==> src/rtl/exec_pkg.sv <==
// Shared definitions for the execute-stage sequencer: opcodes, FSM states,
// flag bit positions and default widths.
package exec_pkg;

  localparam int DATA_W_DEF = 16;
  localparam int REG_AW_DEF = 3;

  localparam logic [2:0] OP_ADD   = 3'b000;
  localparam logic [2:0] OP_RSV1  = 3'b001;
  localparam logic [2:0] OP_SUB   = 3'b010;
  localparam logic [2:0] OP_AND   = 3'b011;
  localparam logic [2:0] OP_NOT   = 3'b100;
  localparam logic [2:0] OP_PASS1 = 3'b101;
  localparam logic [2:0] OP_PASS2 = 3'b110;
  localparam logic [2:0] OP_RSV7  = 3'b111;

  localparam int FLAG_C = 0;
  localparam int FLAG_Z = 1;
  localparam int FLAG_N = 2;

  typedef enum logic [1:0] {
    IDLE = 2'd0,
    READ = 2'd1,
    EXEC = 2'd2,
    WB   = 2'd3
  } state_e;

  function automatic logic op_is_legal(input logic [2:0] op);
    return (op != OP_RSV1) && (op != OP_RSV7);
  endfunction

endpackage

==> src/rtl/exec_flags_reg.sv <==
// Architectural flags register: C loads only on ADD, Z/N follow the result.
// Z/N tracking exists only when EXEC_UNIT_FLAGS_ZN_EN is defined; otherwise they read 0.
module exec_flags_reg
  import exec_pkg::*;
#(
  parameter int DATA_W = DATA_W_DEF
) (
  input  logic              clk,
  input  logic              reset_b,
  input  logic              update_i,
  input  logic              carry_load_i,
  input  logic              alu_carry_i,
  input  logic [DATA_W-1:0] result_i,
  output logic [2:0]        flags_o
);

  logic c_q, c_d;

  assign c_d = (update_i && carry_load_i) ? alu_carry_i : c_q;

  always_ff @(posedge clk or negedge reset_b) begin
    if (!reset_b) c_q <= 1'b0;
    else          c_q <= c_d;
  end

  assign flags_o[FLAG_C] = c_q;

`ifdef EXEC_UNIT_FLAGS_ZN_EN
  logic z_q, z_d, n_q, n_d;

  assign z_d = update_i ? (result_i == '0) : z_q;
  assign n_d = update_i ? result_i[DATA_W-1] : n_q;

  always_ff @(posedge clk or negedge reset_b) begin
    if (!reset_b) begin
      z_q <= 1'b0;
      n_q <= 1'b0;
    end else begin
      z_q <= z_d;
      n_q <= n_d;
    end
  end

  assign flags_o[FLAG_Z] = z_q;
  assign flags_o[FLAG_N] = n_q;
`else
  logic unused_result;
  assign unused_result   = ^result_i;
  assign flags_o[FLAG_Z] = 1'b0;
  assign flags_o[FLAG_N] = 1'b0;
`endif

endmodule

==> src/rtl/exec_unit.sv <==
// Execute-stage sequencer: IDLE -> READ -> EXEC -> WB around an external ALU.
// Optional Z/N flag tracking is enabled by EXEC_UNIT_FLAGS_ZN_EN.
module exec_unit
  import exec_pkg::*;
#(
  parameter int DATA_W = DATA_W_DEF,
  parameter int REG_AW = REG_AW_DEF
) (
  input  logic              clk,
  input  logic              reset_b,
  input  logic              req_valid,
  output logic              req_ready,
  input  logic [2:0]        req_op,
  input  logic [REG_AW-1:0] req_src1,
  input  logic [REG_AW-1:0] req_src2,
  input  logic [REG_AW-1:0] req_dst,
  output logic [REG_AW-1:0] rf_rd_addr1,
  output logic [REG_AW-1:0] rf_rd_addr2,
  input  logic [DATA_W-1:0] rf_rd_data1,
  input  logic [DATA_W-1:0] rf_rd_data2,
  output logic [DATA_W-1:0] alu_operand1,
  output logic [DATA_W-1:0] alu_operand2,
  output logic [2:0]        alu_operation,
  output logic [2:0]        alu_flags_in,
  input  logic [DATA_W-1:0] alu_result,
  input  logic              alu_carry,
  output logic              wb_valid,
  input  logic              wb_ready,
  output logic [REG_AW-1:0] wb_addr,
  output logic [DATA_W-1:0] wb_data,
  output logic [2:0]        flags,
  output logic              illegal_op
);

  state_e              state_q;
  logic [2:0]          op_q;
  logic [REG_AW-1:0]   dst_q;
  logic                req_ready_q;
  logic [REG_AW-1:0]   rf_rd_addr1_q, rf_rd_addr2_q;
  logic [DATA_W-1:0]   alu_operand1_q, alu_operand2_q;
  logic [2:0]          alu_operation_q;
  logic                wb_valid_q;
  logic [REG_AW-1:0]   wb_addr_q;
  logic [DATA_W-1:0]   wb_data_q;
  logic                illegal_op_q;
  logic                flags_update, carry_load;

  // Flags capture in the same EXEC cycle as wb_data, from the registered opcode.
  assign flags_update = (state_q == EXEC) && op_is_legal(alu_operation_q);
  assign carry_load   = (alu_operation_q == OP_ADD);

  always_ff @(posedge clk or negedge reset_b) begin
    if (!reset_b) begin
      state_q         <= IDLE;
      op_q            <= 3'b000;
      dst_q           <= '0;
      req_ready_q     <= 1'b1;
      rf_rd_addr1_q   <= '0;
      rf_rd_addr2_q   <= '0;
      alu_operand1_q  <= '0;
      alu_operand2_q  <= '0;
      alu_operation_q <= 3'b000;
      wb_valid_q      <= 1'b0;
      wb_addr_q       <= '0;
      wb_data_q       <= '0;
      illegal_op_q    <= 1'b0;
    end else begin
      illegal_op_q <= 1'b0;
      case (state_q)
        IDLE: if (req_valid) begin
          op_q          <= req_op;
          dst_q         <= req_dst;
          rf_rd_addr1_q <= req_src1;
          rf_rd_addr2_q <= req_src2;
          req_ready_q   <= 1'b0;
          state_q       <= READ;
        end
        READ: begin
          alu_operand1_q  <= rf_rd_data1;
          alu_operand2_q  <= rf_rd_data2;
          alu_operation_q <= op_q;
          state_q         <= EXEC;
        end
        EXEC: if (op_is_legal(alu_operation_q)) begin
          wb_data_q  <= alu_result;
          wb_addr_q  <= dst_q;
          wb_valid_q <= 1'b1;
          state_q    <= WB;
        end else begin
          illegal_op_q <= 1'b1;
          req_ready_q  <= 1'b1;
          state_q      <= IDLE;
        end
        WB: if (wb_ready) begin
          wb_valid_q  <= 1'b0;
          req_ready_q <= 1'b1;
          state_q     <= IDLE;
        end
        default: state_q <= IDLE;
      endcase
    end
  end

  exec_flags_reg #(.DATA_W(DATA_W)) u_flags (
    .clk          (clk),
    .reset_b      (reset_b),
    .update_i     (flags_update),
    .carry_load_i (carry_load),
    .alu_carry_i  (alu_carry),
    .result_i     (alu_result),
    .flags_o      (flags)
  );

  assign req_ready     = req_ready_q;
  assign rf_rd_addr1   = rf_rd_addr1_q;
  assign rf_rd_addr2   = rf_rd_addr2_q;
  assign alu_operand1  = alu_operand1_q;
  assign alu_operand2  = alu_operand2_q;
  assign alu_operation = alu_operation_q;
  assign alu_flags_in  = flags;
  assign wb_valid      = wb_valid_q;
  assign wb_addr       = wb_addr_q;
  assign wb_data       = wb_data_q;
  assign illegal_op    = illegal_op_q;

endmodule

==> config.mk <==
export PLATFORM = sky130hd
export DESIGN_NAME = exec_unit
export DESIGN_NICKNAME = d
export VERILOG_FILES = /design/src/rtl/exec_pkg.sv /design/src/rtl/exec_flags_reg.sv /design/src/rtl/exec_unit.sv
export SDC_FILE = /design/constraint.sdc
export NUM_CORES = 1
export LEC_CHECK = 0
export CAP_MARGIN = 20
export CORE_ASPECT_RATIO = 1.25
export CORE_UTILIZATION = 45
export CTS_CLUSTER_DIAMETER = 120
export DETAILED_ROUTE_END_ITERATION = 10
export DONT_BUFFER_PORTS = 1
export GPL_TIMING_DRIVEN = 0
export PLACE_DENSITY = 0.6
export SETUP_SLACK_MARGIN = 0.15
export SLEW_MARGIN = 10
export SYNTH_ARGS = -nofsm -noshare
export SYNTH_HDL_FRONTEND = slang
export SYNTH_SLANG_ARGS = --single-unit
==> constraint.sdc <==
create_clock -name clk -period 1.4 [get_ports clk]
set_input_delay 0.21 -clock clk [delete_from_list [all_inputs] [get_ports clk]]
set_output_delay 0.21 -clock clk [all_outputs]
set_load 0.05 [all_outputs]
==> impl_metrics.yaml, run 1 <==
critical_path:
  crit_required_ns: 1.62
  worst_path_max_delay_cell: "dfrtp_4"
  crit_arrival_ns: 1.83
  crit_type: "reg -> reg"
  crit_cells: 4
  start_kind: "register"
  critPathBufInv: 1
  end_kind: "register"
  reg2reg_depth: 4
  crit_family: "flip-flops"
  crit_chain: "xnor2_4 -> a21oi_4 -> buf_8 -> mux2_4"
  cp_max_fo: 10
  critPathMaxStageDelay_ns: 0.59
clock_network:
  cts_made_buffers: 9
  cts_root_buf: "clkbuf_8"
  htreeDepth: 3
  clk_path_buf_depth: 2
  clock-sinks: 72
  cts_tree: "done"
  path_clk_slew_ns: 0.07
  insertion_delay_ns: 0.34
global_route:
  grtUsageTotal: 0.1962
  grt_overflow_total: 0
  grt_pass1_wl_mm: 9.473
  antenna_found_initial: 0
  grt_pass1_vias: 1852
  grt_max_degree: 73
routing:
  wire_per_inst_um: 18.54
  antenna_left: 0
  firstDrtPassIters: 4
  drc: 0
  wl_mm: 6.191
  vias_per_cell: 5.090
  vias: 1700
  drt_iter0_drc: 39
cells_and_area:
  fin_area_um2: 4130
  drive_above_1_share: 0.5382
  regArea_um2: 1819
  n_antenna_cell: 0
  final_cells: 334
  layout.nets: 309
  fin_util: 0.6698
  fillers: 425
  multi_input_area_um2: 1175
  area.growth.synth_to_final_pct: 44.53
floorplanning:
  coreArea_um2: 6166
  fp.dieH_um: 91.10
  num_rows: 32
  dieArea_um2: 6675
  ios: 134
  start_util: 0.4635
  die_w_um: 73.28
timing:
  rsz0062_at_grt: "yes"
  fin_hold_ws_ns: -0.4379
  max_slew_margin: 0.6594
  drv_slew: 0
  layout_setup_ws_ns: -0.2114
  worst_pin_slew_ns: 0.5110
  fin_worst_skew_ns: 0.006984
  max_freq_ghz: 0.6206
  final_hold_viol_count: 72
  finalCritPeriodShare: 1.151
  period_needed_ns: 1.611
  finalSetupViolCount: 54
yosys:
  synth.ff_latch_count: 72
  syn_inst: 173
  synth_warnings: 0
  syn-cell-area_um2: 2858
  synthDistinctLibCells: 22
  synth-seq-area-share: 0.6309
  postSynthAreaPerCell_um2: 16.52
status:
  failed_checks: "negative hold slack, negative setup slack"
  status: "finished, violations left"
placement:
  post_dp_cell_area_um2: 3167
  port_buffers: 0
  dp_hpwl_mm: 3.733
  dp_slack_ns: -0.3006
  place_congestion: 0.7332
  dp_cells: 261
flow_run:
  drv_cap: 0
hold_path:
  hold_path_class: "in -> async"
## per-layer routing
layer / GRT usage / part of all wire / vias up / wire length (um)
li1: - / - / 736 / -
met1: 0.1971 / 0.35 / 864 / 2137
met2: 0.3441 / 0.55 / 88 / 3398
met3: 0.06770 / 0.085 / 12 / 528
met4: 0.1078 / 0.020 / 0 / 126
met5: 0 / 0 / - / 0
## final cells by class
type | count | share of cell area
Timing Repair Buffer | 57 | 0.1645
Multi-Input combinational cell | 90 | 0.2845
Sequential cell | 72 | 0.4405
Buffer | 13 | 0.04120
Clock buffer | 13 | 0.03847
Tap cell | 85 | 0.02575
Clock inverter | 3 | 0.004241
Inverter | 1 | 0.0009088
## stage by stage
stage                     setup TNS [ns]  hold WS (ns)
after global routing              -7.316       -0.4725
after CTS                         -4.719       -0.4634
after global placement            -5.395      -0.08427
final                             -4.623       -0.4379
after detailed placement          -6.234      -0.08436
after floorplan                   -2.280      -0.08559
## kinds of logic (layout without fill, tap and decap cells)
kind of cell | after synthesis | after routing | share of synthesized area
compound gates | 7 | 7 | 0.01576
simple gates | 11 | 11 | 0.02014
xor+xnor | 1 | 1 | 0.003065
mux | 67 | 67 | 0.2877
other cells | 1 | 4 | 0.001312
buf+inv | 14 | 87 | 0.04115
flops | 72 | 72 | 0.6309
## Yosys cell counts (all sizes together)
| cell | n | area (um2) |
|---|---|---|
| mux2 | 67 | 822.0 |
| dfstp | 1 | 26.28 |
| nand2b | 4 | 25.02 |
| nand2 | 3 | 11.26 |
| o21ai | 1 | 5.000 |
| buf | 13 | 113.9 |
| nor2 | 2 | 10.01 |
| nand3 | 1 | 5.000 |
| conb | 1 | 3.750 |
| xnor2 | 1 | 8.760 |
| nor4 | 1 | 6.260 |
| a31o | 1 | 8.760 |
| a21oi | 4 | 23.77 |
| dfrtp | 71 | 1777 |
| a21o | 1 | 7.510 |
| inv | 1 | 3.750 |
## registers in the layout (all words and copies together) (netlist names)
signal / count
alu_operand1: 16
illegal_op: 1
wb_valid: 1
req_ready: 1
alu_operation: 3
dst_q: 3
wb_addr: 3
alu_operand2: 16
state_q: 2
wb_data: 16
rf_rd_addr1: 3
u_flags.c_q: 1
op_q: 3
rf_rd_addr2: 3
## worst register-to-register path, delay by kind of cell, from the launching register on
family	cells	cell delay, ns
flip-flops	1	0.59
multiplexers	1	0.32
XOR/XNOR	1	0.20
AO/OA/AOI/OAI	1	0.20
buffers and inverters	1	0.19
## cells in the final DEF (no fill, tap or decap), drive strengths merged, types with 2 or more instances in the layout
master        n
dfrtp        71
mux2         67
buf          36
dlygate4sd3  34
clkbuf       13
conb          4
nand2b        4
a21oi         4
nand2         3
clkinv        2
nor2          2
## what timing repair did
item,4_1_cts,5_1_grt
gates cloned,4,0
gates resized for setup,33,11
hold buffers,32,2
pin swaps,2,2
hold endpoints to repair,104,74
setup endpoints to repair,71,76
setup buffers,16,3
## path summary, 6_finish.rpt
path	start	endpoint	slack [ns]
worst max-delay path	alu_operation[1]	wb_data[4]	-0.21
worst min-delay path	reset_b	alu_operand2[7]	-0.44
worst max register to register	alu_operation[1]	wb_data[4]	-0.21
worst min register to register	dst_q[2]	wb_addr[2]	0.51
max in group asynchronous	reset_b	req_ready	1.64
min in group clk	req_op[2]	op_q[2]	0.02
Power of run 1 is not shown: default switching activity piles up to over one toggle a cycle in this logic, so the estimate is an artifact.
==> run 2: changes to the inputs <==
--- a/config.mk
+++ b/config.mk
@@ -7,12 +7,12 @@
 export LEC_CHECK = 0
 export CAP_MARGIN = 20
 export CORE_ASPECT_RATIO = 1.25
-export CORE_UTILIZATION = 45
+export CORE_UTILIZATION = 56
 export CTS_CLUSTER_DIAMETER = 120
 export DETAILED_ROUTE_END_ITERATION = 10
 export DONT_BUFFER_PORTS = 1
 export GPL_TIMING_DRIVEN = 0
-export PLACE_DENSITY = 0.6
+export PLACE_DENSITY = 0.72
 export SETUP_SLACK_MARGIN = 0.15
 export SLEW_MARGIN = 10
 export SYNTH_ARGS = -nofsm -noshare
==> constraint.sdc (replaced) <==
create_clock -name clk -period 1.4 [get_ports clk]
set_input_delay 0.21 -clock clk [delete_from_list [all_inputs] [get_ports clk]]
set_output_delay 0.21 -clock clk [all_outputs]
set_load 0.01 [all_outputs]
==> run 2 against run 1 <==
Compared with the run above:
- the flow still finishes with violations (negative hold slack, negative setup slack)
- cell count decreased by 16%
- maximum frequency is 8.4% higher
- largest cell class unchanged
- utilization rose by 12 points
- cell area decreased by 7.1%
- routed wire length rose by 2.9%
- flip-flop and latch count stayed put
- setup slack better by 0.13 ns
- sequential share of layout area is 3.1 points higher
==> impl_metrics.yaml, run 2 (synthesis gave the netlist of run 1 again) <==
global_route:
  grt_pass1_vias: 1692
  grt_pass1_wl_mm: 8.776
  antenna_found_initial: 0
  grt_max_degree: 73
  grt_overflow_total: 0
  grtUsageTotal: 0.2350
clock_network:
  insertion_delay_ns: 0.34
  htreeDepth: 3
  clock-sinks: 72
  cts_made_buffers: 9
  cts_tree: "done"
  path_clk_slew_ns: 0.07
  cts_root_buf: "clkbuf_8"
  clk_path_buf_depth: 2
timing:
  finalSetupViolCount: 36
  finalCritPeriodShare: 1.061
  max_freq_ghz: 0.6730
  fin_worst_skew_ns: 0.009068
  fin_hold_ws_ns: -0.4372
  period_needed_ns: 1.486
  tns_ns: -1.768
  drv_slew: 0
  final_hold_viol_count: 72
  layout_setup_ws_ns: -0.08585
  rsz0062_at_grt: "yes"
floorplanning:
  dieArea_um2: 5395
  ios: 134
  coreArea_um2: 4835
  die_w_um: 65.90
  start_util: 0.5911
  fp.dieH_um: 81.87
  num_rows: 28
critical_path:
  rr_endpoint: "wb_data[10]"
  crit_arrival_ns: 1.70
  crit_path_start: "alu_operation[1]"
  crit_required_ns: 1.62
  crit_type: "reg -> reg"
  crit_end: "wb_data[10]"
  cp_max_fo: 10
  start_kind: "register"
  end_kind: "register"
  reg2reg_depth: 4
  worstReg2RegStart: "alu_operation[1]"
  rrSetupSlack_ns: -0.09
placement:
  dp_hpwl_mm: 3.630
  port_buffers: 0
  place_congestion: 0.6395
  dp_slack_ns: -0.1403
pwr:
  ir_worst_vdd_uv: 1933
  total_power_mw: 11.12
  powerDensity_nw_per_um2: 2898
  p_leak_nw: 1.846
cells_and_area:
  fin_util: 0.7937
  final_common_cell: "dfrtp_1"
  layout_common_cells: "dfrtp_1 (67), mux2_4 (60), buf_4 (15)"
  drive_above_1_share: 0.5982
  layout.nets: 279
  area.growth.synth_to_final_pct: 34.28
  n_antenna_cell: 0
routing:
  drt_iter0_drc: 65
  antenna_left: 0
  vias_per_cell: 5.599
  drc: 0
  vias: 1562
  wl_mm: 6.368
  firstDrtPassIters: 4
  wire_per_inst_um: 22.82
status:
  failed_checks: "negative hold slack, negative setup slack"
  status: "finished, violations left"
flow_run:
  drv_cap: 0
hold_path:
  hold_path_class: "in -> async"
-- run 2: cell count changes in the layout (fill, tap and decap cells not counted), moves of 4 or more --
cell / before / now
buf_4: 10 / 15
dlygate4sd3_1: 34 / 4
dfrtp_1: 63 / 67
buf_6: 11 / 5
-- run 2: timing repair --
action | CTS | global route
cloned | 5 | 0
pin swaps | 1 | 1
setup buffers | 13 | 5
endpoints found under the setup margin | 69 | 68
gates resized for setup | 48 | 8
endpoints found under the hold margin | 72 | 76
-- run 2: final cells by class --
type                       count  area, um2
clock inverter                 5      102.6
multi-input combinational     90       1160
fill                         259      997.2
clock buffer                  11      151.4
tap                           60      75.07
sequential                    72       1808
timing repair buffer          27      385.4
buffer                        13      151.4
inverter                       1      3.754
-- run 2: report_power, final --
| part | total (mW) | internal (mW) | switching (mW) |
|---|---|---|---|
| Clock | 2.00 | 1.28 | 0.727 |
| Combinational | 4.58 | 3.18 | 1.40 |
| Sequential | 4.54 | 3.19 | 1.35 |
| Total | 11.1 | 7.65 | 3.47 |
-- run 2: how the worst min path moves through the flow --
| stage | startpoint | endpoint | slack, ns | cells after the start |
|---|---|---|---|---|
| floorplan | reset_b | alu_operand1[0] | -0.09 | 0 |
| global placement | reset_b | alu_operand1[6] | -0.08 | 0 |
| detailed placement | reset_b | alu_operand1[0] | -0.08 | 0 |
| CTS | reset_b | alu_operand2[4] | -0.45 | 0 |
| global route | reset_b | alu_operand2[0] | -0.46 | 0 |
| finish | reset_b | wb_valid | -0.44 | 0 |
-- run 2: stage by stage --
step,instances,instance area (um2)
3_3_place_gp,236,3018
4_1_cts,270,3730
5_1_grt,279,3837
2_1_floorplan,176,2943
6_report,279,3837
3_5_place_dp,236,3018
-- run 2: metal layers --
metal | vias up | track usage | part of all wire
li1 | 675 | - | -
met1 | 788 | 0.2547 | 0.37
met2 | 88 | 0.4173 | 0.54
met3 | 11 | 0.06389 | 0.077
met4 | 0 | 0.1174 | 0.013
met5 | - | 0 | 0
-- run 2: worst max-delay path, cell delays in order, from the launching register on --
cell and delay (ns):
dfrtp_2 0.48, xnor2_4 0.18, a21oi_4 0.19, buf_6 0.20
mux2_4 0.31
(Power assumes the default switching activity.)
==> run 3: changes to the inputs <==
--- a/config.mk
+++ b/config.mk
@@ -12,6 +12,7 @@
 export DETAILED_ROUTE_END_ITERATION = 10
 export DONT_BUFFER_PORTS = 1
 export GPL_TIMING_DRIVEN = 0
+export MAX_ROUTING_LAYER = met4
 export PLACE_DENSITY = 0.72
 export SETUP_SLACK_MARGIN = 0.15
 export SLEW_MARGIN = 10
==> run 3 against run 2 <==
Compared with the run above:
- the run still ends with negative hold slack, negative setup slack left
- count of clock-buffer cells in the layout is the same
- critical path depth unchanged
- critical endpoint is now wb_data[11]
- setup slack improved by 0.0070 ns
- largest cell class unchanged
- cell count stayed put
- highest routed layer unchanged
- largest power group unchanged
==> impl_metrics.yaml, run 3 (synthesis gave the netlist of run 1 again) <==
status:
  status: "finished, violations left"
  failed_checks: "negative hold slack, negative setup slack"
timing:
  rsz0062_at_grt: "yes"
  fin_worst_skew_ns: 0.01069
  final_hold_viol_count: 72
  layout_setup_ws_ns: -0.07884
  finalCritPeriodShare: 1.056
  finalSetupViolCount: 36
  max_freq_ghz: 0.6762
  period_needed_ns: 1.479
  drv_slew: 0
  fin_hold_ws_ns: -0.4380
routing:
  vias_per_cell: 5.645
  antenna_left: 0
  wire_per_inst_um: 22.81
  firstDrtPassIters: 5
  vias: 1575
  drc: 0
  wl_mm: 6.363
  drt_iter0_drc: 63
pwr:
  ir_worst_vdd_uv: 1935
  p_leak_nw: 1.846
  powerDensity_nw_per_um2: 2897
global_route:
  grt_max_degree: 73
  antenna_found_initial: 0
  grt_pass1_vias: 1691
  grtUsageTotal: 0.2423
  top_usage_layer: "met2"
  met1_usage: 0.2612
  grt_util_met3: 0.05556
  grt_overflow_total: 0
  grt_pass1_wl_mm: 8.783
  use_met2: 0.4173
placement:
  post_dp_cell_area_um2: 3018
  place_congestion: 0.6450
  dp_cells: 236
  dp_hpwl_mm: 3.630
  port_buffers: 0
clock_network:
  cts_root_buf: "clkbuf_8"
  clock-sinks: 72
  path_clk_slew_ns: 0.08
  htreeDepth: 3
  clk_path_buf_depth: 2
  cts_made_buffers: 9
  insertion_delay_ns: 0.34
  cts_tree: "done"
critical_path:
  worst_path_max_delay_cell: "dfrtp_2"
  crit_chain: "xnor2_4 -> a21oi_4 -> buf_6 -> mux2_4"
  critPathMaxStageDelay_ns: 0.48
  crit_required_ns: 1.63
  crit_type: "reg -> reg"
  end_kind: "register"
  cp_max_fo: 10
  crit_arrival_ns: 1.70
  start_kind: "register"
floorplanning:
  num_rows: 28
  start_util: 0.5911
  fp.dieH_um: 81.87
  die_w_um: 65.90
  ios: 134
  coreArea_um2: 4835
  dieArea_um2: 5395
cells_and_area:
  area.growth.synth_to_final_pct: 34.28
  layout.nets: 279
  fin_area_um2: 3837
  final_common_cell: "dfrtp_1"
  final_cells: 279
  layout_common_cells: "dfrtp_1 (67), mux2_4 (60), buf_4 (15)"
  n_antenna_cell: 0
  drive_above_1_share: 0.5982
hold_path:
  hold_path_class: "in -> async"
flow_run:
  drv_cap: 0
[run 3: cell counts in the layout (fill, tap and decap cells not counted)]
Identical to the previous run, type by type.
[run 3: where the power goes]
group	internal, mW	total (mW)	switching (mW)
Combinational	3.18	4.58	1.40
Sequential	3.19	4.54	1.35
Clock	1.28	2.00	0.726
[run 3: worst paths after layout]
kind	start	to	slack, ns	cells after the start
worst max-delay path	alu_operation[1]	wb_data[11]	-0.08	4
max in group asynchronous	reset_b	req_ready	1.65	0
min in group clk	req_op[0]	op_q[0]	0.01	1
worst max register to register	alu_operation[1]	wb_data[11]	-0.08	4
worst min-delay path	reset_b	u_flags.c_q	-0.44	0
worst min register to register	dst_q[2]	wb_addr[2]	0.52	1
[run 3: cell type report]
type | instances | area (um2)
Sequential cell | 72 | 1808
Multi-Input combinational cell | 90 | 1160
Fill cell | 259 | 997.2
Timing Repair Buffer | 27 | 385.4
Clock buffer | 11 | 151.4
Buffer | 13 | 151.4
Clock inverter | 5 | 102.6
Tap cell | 60 | 75.07
Inverter | 1 | 3.754
[run 3: repair_timing]
action | in CTS | in global routing
resized for setup | 48 | 8
pin swaps | 1 | 1
endpoints found under the hold margin | 72 | 76
endpoints found under the setup margin | 69 | 68
setup buffers | 13 | 5
cloned | 5 | 0
[run 3: metal layers]
metal  vias up  wire length [um]
li1        676                 -
met1       799              2345
met2        90              3474
met3        10               458
met4         0                85
met5         -                 0
[run 3: worst max-delay path: cells and delay by family, from the launching register on]
family | cells | cell delay, ns
compound gates | 1 | 0.19
xor+xnor | 1 | 0.18
buf+inv | 1 | 0.20
flops | 1 | 0.48
mux | 1 | 0.31
[run 3: per-stage QoR]
stage | util | setup slack [ns] | power [mW] | setup TNS (ns)
floorplan | - | -0.006610 | 6.742 | -0.06610
global placement | 0.6242 | -0.1105 | 7.135 | -1.933
detailed placement | 0.6242 | -0.1403 | 7.314 | -3.555
CTS | 0.7715 | -0.07274 | 10.84 | -1.229
global route | 0.7937 | -0.1150 | 11.61 | -2.776
finish | 0.7937 | -0.07884 | 11.12 | -1.640
